## src/rtl/gf2_poly_divider.sv

```systemverilog
// gf2_poly_divider
//   Bit-serial carry-less (GF(2)) polynomial long divider. Consumes the latched
//   dividend MSB first, one bit per clock, and produces
//   dividend = quotient*divisor XOR remainder, with deg(remainder) < deg(divisor).
//
// Ports
//   clk        clock
//   rst        synchronous reset, active high
//   start      request, accepted only in IDLE when no done pulse is showing
//   dividend   NDVD-bit dividend, bit i = coefficient of x^i, latched on accept
//   divisor    NDVS-bit divisor, latched on accept
//   busy       high from the accept edge until the result edge
//   done       one-cycle pulse; quotient/remainder/err valid from then on
//   err        divisor was zero; held until the next accept
//   quotient   NDVD-bit quotient
//   remainder  NDVS-bit remainder
module gf2_poly_divider #(
  parameter int NDVD = 448,
  parameter int NDVS = 224
) (
  input  logic            clk,
  input  logic            rst,
  input  logic            start,
  input  logic [NDVD-1:0] dividend,
  input  logic [NDVS-1:0] divisor,
  output logic            busy,
  output logic            done,
  output logic            err,
  output logic [NDVD-1:0] quotient,
  output logic [NDVS-1:0] remainder
);

  localparam int DW = (NDVS > 1) ? $clog2(NDVS) : 1;
  localparam int KW = (NDVD > 1) ? $clog2(NDVD) : 1;

  typedef enum logic [1:0] {IDLE, DEG, RUN, FIN} state_t;

  state_t          state;
  logic [NDVD-1:0] dvd_q;
  logic [NDVS-1:0] dvs_q;
  logic [NDVD-1:0] q_q;
  logic [NDVS-1:0] r_q;
  logic [DW-1:0]   deg;
  logic [KW-1:0]   k;

  logic [DW-1:0]   deg_c;
  logic [NDVS:0]   t;
  logic            qbit;
  logic [NDVS-1:0] r_next;

  // Priority encoder: the last (highest) set bit wins.
  always_comb begin
    deg_c = '0;
    for (int i = 0; i < NDVS; i++)
      if (dvs_q[i]) deg_c = DW'(i);
  end

  // One long-division step. R is always below x^deg, so t fits in NDVS+1 bits
  // and XOR with the divisor clears bit deg; truncation drops only zeros.
  always_comb begin
    t      = {r_q, dvd_q[k]};
    qbit   = t[deg];
    r_next = qbit ? (t[NDVS-1:0] ^ dvs_q) : t[NDVS-1:0];
  end

  always_ff @(posedge clk) begin
    if (rst) begin
      state     <= IDLE;
      dvd_q     <= '0;
      dvs_q     <= '0;
      q_q       <= '0;
      r_q       <= '0;
      deg       <= '0;
      k         <= '0;
      busy      <= 1'b0;
      done      <= 1'b0;
      err       <= 1'b0;
      quotient  <= '0;
      remainder <= '0;
    end else begin
      done <= 1'b0;
      case (state)
        IDLE: begin
          // The cycle showing done is a non-accepting cycle.
          if (start && !done) begin
            dvd_q <= dividend;
            dvs_q <= divisor;
            q_q   <= '0;
            r_q   <= '0;
            deg   <= '0;
            k     <= '0;
            err   <= 1'b0;
            busy  <= 1'b1;
            state <= DEG;
          end
        end
        DEG: begin
          deg <= deg_c;
          if (dvs_q == '0) begin
            err       <= 1'b1;
            quotient  <= '0;
            remainder <= '0;
            state     <= FIN;
          end else begin
            err   <= 1'b0;
            k     <= KW'(NDVD - 1);
            state <= RUN;
          end
        end
        RUN: begin
          r_q <= r_next;
          q_q <= {q_q[NDVD-2:0], qbit};
          if (k == '0) state <= FIN;
          else         k     <= k - 1'b1;
        end
        FIN: begin
          if (!err) begin
            quotient  <= q_q;
            remainder <= r_q;
          end
          done  <= 1'b1;
          busy  <= 1'b0;
          state <= IDLE;
        end
        default: state <= IDLE;
      endcase
    end
  end

endmodule
```

## config.mk

```make
export PLATFORM = sky130hd
export DESIGN_NAME = gf2_poly_divider
export DESIGN_NICKNAME = d
export VERILOG_FILES = /design/src/rtl/gf2_poly_divider.sv
export SDC_FILE = /design/constraint.sdc
export NUM_CORES = 2
export LEC_CHECK = 0
export ABC_AREA = 1
export CORE_AREA = 2 2 531 533
export DETAILED_ROUTE_END_ITERATION = 7
export DIE_AREA = 0 0 533 535
export MAX_ROUTING_LAYER = met4
export PLACE_DENSITY = 0.62
export SLEW_MARGIN = 20
export SYNTH_ARGS = -nofsm -noshare
export SYNTH_HDL_FRONTEND = slang
export SYNTH_SLANG_ARGS = --single-unit
export TNS_END_PERCENT = 30
```

## constraint.sdc

```tcl
create_clock -name clk -period 13.5 [get_ports clk]
set_input_delay 2.7 -clock clk [delete_from_list [all_inputs] [get_ports clk]]
set_output_delay 2.7 -clock clk [all_outputs]
set_load 0.02 [all_outputs]
```

==> flow_summary.yaml <==
outcome:
  status: "completed"
logic_synthesis:
  ys.flop_type: "dfxtp_1"
  synthDistinctLibCells: 36
  syn_area_sq_mm: 0.08323
  synth_seq_cells: 2038
  synth_area_leaders: "dfxtp_1 49%, a21oi_1 13%, nand2_1 11%"
  synth_edf_count: 0
  ys_seq_area_share_pct: 49.02
  synth_area_per_cell_sq_um: 7.359
  synth_top_area_share_pct: 49.02
  yosys.area.top_type: "dfxtp_1"
  async_reset_ff_share_pct: 0
  syn-instance-count: 11310
  ys_warn_count: 0
  syn_nets: 11990
grt:
  use_met2_pct: 35.90
  grt_usage_pct: 23.27
  grt.busiest_layer: "met2"
  grt_use_met3_pct: 4.365
  grt_pass1_wl_um: 495300
  grt_pass1_vias: 74340
  antenna_found_initial: 53
  overflow: 0
  grtUsageMet1_pct: 29.97
  grt_max_degree: 214
final_layout:
  fin_nets: 12810
  layout_commonest_cell: "nand2_1"
  register_area_sq_mm: 0.04082
  layout-drive-gt1-share_pct: 5.027
  nFillCells: 28900
  area_delta_synth_final_pct: 28.22
  multi_input_area_sq_mm: 0.03576
  mostFrequentLayoutCells: "2425 x nand2_1, 2148 x a21oi_1, 2030 x dfxtp_1, 1784 x nor2_1, 1348 x clkdlybuf4s50_1"
worst_setup_path:
  critical-path-max-stage-delay_ns: 0.35
  path_delay_family: "simple AND/OR/NAND/NOR gates"
  cp.required_ns: 14.29
  path_depth: 224
  reg2reg_depth: 224
  cp.arrival_ns: 13.25
  worstSetupStartpoint: "dvs_q[3]"
  crit_slowest_cell: "dfxtp_1"
  endpoint_kind: "register"
  path_class: "register to register"
  crit_buf_inv: 1
  setup.worst_path.end: "deg[0]"
  crit_fanout: 3
  r2r_setup_slack_ns: 1.04
  cp-start-kind: "register"
  rr_startpoint: "dvs_q[3]"
  crit_top_cell: "nand2_1"
  r2r_end: "deg[0]"
timing:
  worstMarginPinSlew_ns: 1.328
  fin_skew_ns: 0.09244
  period_share_pct: 92.31
  finalWorstSetupSlack_ns: 1.038
  fin_crit_ns: 12.46
  slew_viol_final: 0
  slew_headroom_pct: 11.48
  hold_slack_ns: 0.4480
  setup_viol: 0
  hold_viol_final: 0
  rsz0062_at_grt: "yes"
  fmaxAchievable_mhz: 80.25
detailed_routing:
  drt_iter0_markers: 7902
  ant_nets: 0
  wl_um: 340600
  vias: 81090
  drc: 0
  viasPerCell: 5.050
  wire_per_inst_um: 21.21
  drt_first_pass_iters: 7
floorplan:
  fp.coreArea_sq_mm: 0.2789
  start_util_pct: 29.84
  die_h_um: 535
  io_pins: 1350
  die-area_sq_mm: 0.2852
  die_x_um: 533
  fp-row-count: 194
clock_tree:
  clk_pin_slew_ns: 0.06
  h-tree-depth: 4
  cts_resized: 0
  cts_root_buf: "clkbuf_16"
  clk_path_buf_depth: 4
  cts_buffers: 222
  cts_setup_buffers: 0
  postCtsHoldBufs: 0
  clock-sinks: 2038
  cts_tree: "yes"
  clock_latency_ns: 0.90
power:
  leakagePower_uw: 0.03751
  powerDensity_mw_per_mm2: 204.0
  peakVddDrop_mv: 0.4662
job:
  cap_viol_max_count: 0
placement:
  port_buffers: 1349
  dp_slack_ns: 1.001
  hpwl_um: 235100
  place.gp.congestion: 0.9218
worst_hold_path:
  hold_class: "register to register"
[worst min-delay path by stage]
stage	startpoint	end	slack, ns	cells after the start
after detailed placement	dvd_q[252]	dvd_q[252]	0.44	2
after floorplan	dvd_q[128]	dvd_q[128]	0.42	2
after CTS	dvd_q[252]	dvd_q[252]	0.45	2
after global placement	dvd_q[28]	dvd_q[28]	0.44	2
final	dvd_q[408]	dvd_q[408]	0.45	2
after global routing	dvd_q[131]	dvd_q[131]	0.47	2
[where the power goes]
group / internal, uW / total [uW] / switching [uW]
clock: 3640 / 6260 / 2620
combinational: 2540 / 8030 / 5490
sequential: 6840 / 7480 / 638
total: 13000 / 21800 / 8740
[routing by layer]
metal,vias up,wire length (um)
met3,530,26580
met2,3257,154800
met4,0,13890
li1,38910,-
met5,-,0
met1,38390,145300
[sequential cells by signal (all words and copies together) (netlist names)]
register / flops
state: 2
dvs_q: 224
done: 1
err: 1
quotient: 448
dvd_q: 448
q_q: 448
r_q: 224
busy: 1
remainder: 224
k: 9
deg: 8
[worst register-to-register path: cells and delay by family (launching register included)]
family / cells / cell delay (ns)
simple gates: 222 / 11.84
flops: 1 / 0.35
compound gates: 1 / 0.16
buf+inv: 1 / 0.08
[cell usage after synthesis, types with 4 or more instances]
master,n
clkbuf_1,785
buf_1,74
inv_1,247
o21bai_1,132
o21ai_0,778
a221oi_1,19
nor2_1,1787
nor4_1,6
nor3_1,9
o22ai_1,51
clkinv_1,4
bufinv_8,144
a31oi_1,17
nand4_1,4
a21oi_1,2148
dfxtp_1,2038
ha_1,7
o211ai_1,23
nand2_1,2431
nand3_1,516
o221ai_1,50
o31ai_1,8
inv_2,5
a311oi_1,4
a211oi_1,9
[stage by stage]
stage	total power, uW	cells	TNS (ns)	util (%)	area [sq um]
floorplan	12390	11310	0	-	83230
global placement	15510	15630	0	35.58	99220
detailed placement	15540	15630	0	35.58	99220
CTS	21800	16020	0	38.22	106600
global route	22820	16050	-1.102	38.26	106700
finish	21770	16060	0	38.26	106700
[cell type report]
type	instances	area share [%]
Sequential cell	2038	38.25
Multi-Input combinational cell	8011	33.51
Timing Repair Buffer	1452	13.55
Clock buffer	330	6.125
Tap cell	3724	4.367
Inverter	402	3.316
Clock inverter	60	0.7868
Antenna cell	39	0.09146
[cell families (layout without fill, tap and decap cells)]
kind of cell,Yosys count,in the layout,share of synthesized area [%]
buf+inv,1261,2244,8.075
fa+ha+maj,7,7,0.1052
xor+xnor,1,1,0.01053
other cells,0,39,0
simple gates,4758,4758,22.30
flops,2038,2038,49.02
compound gates,3245,3245,20.49
Power figures use the tool's default switching activity.
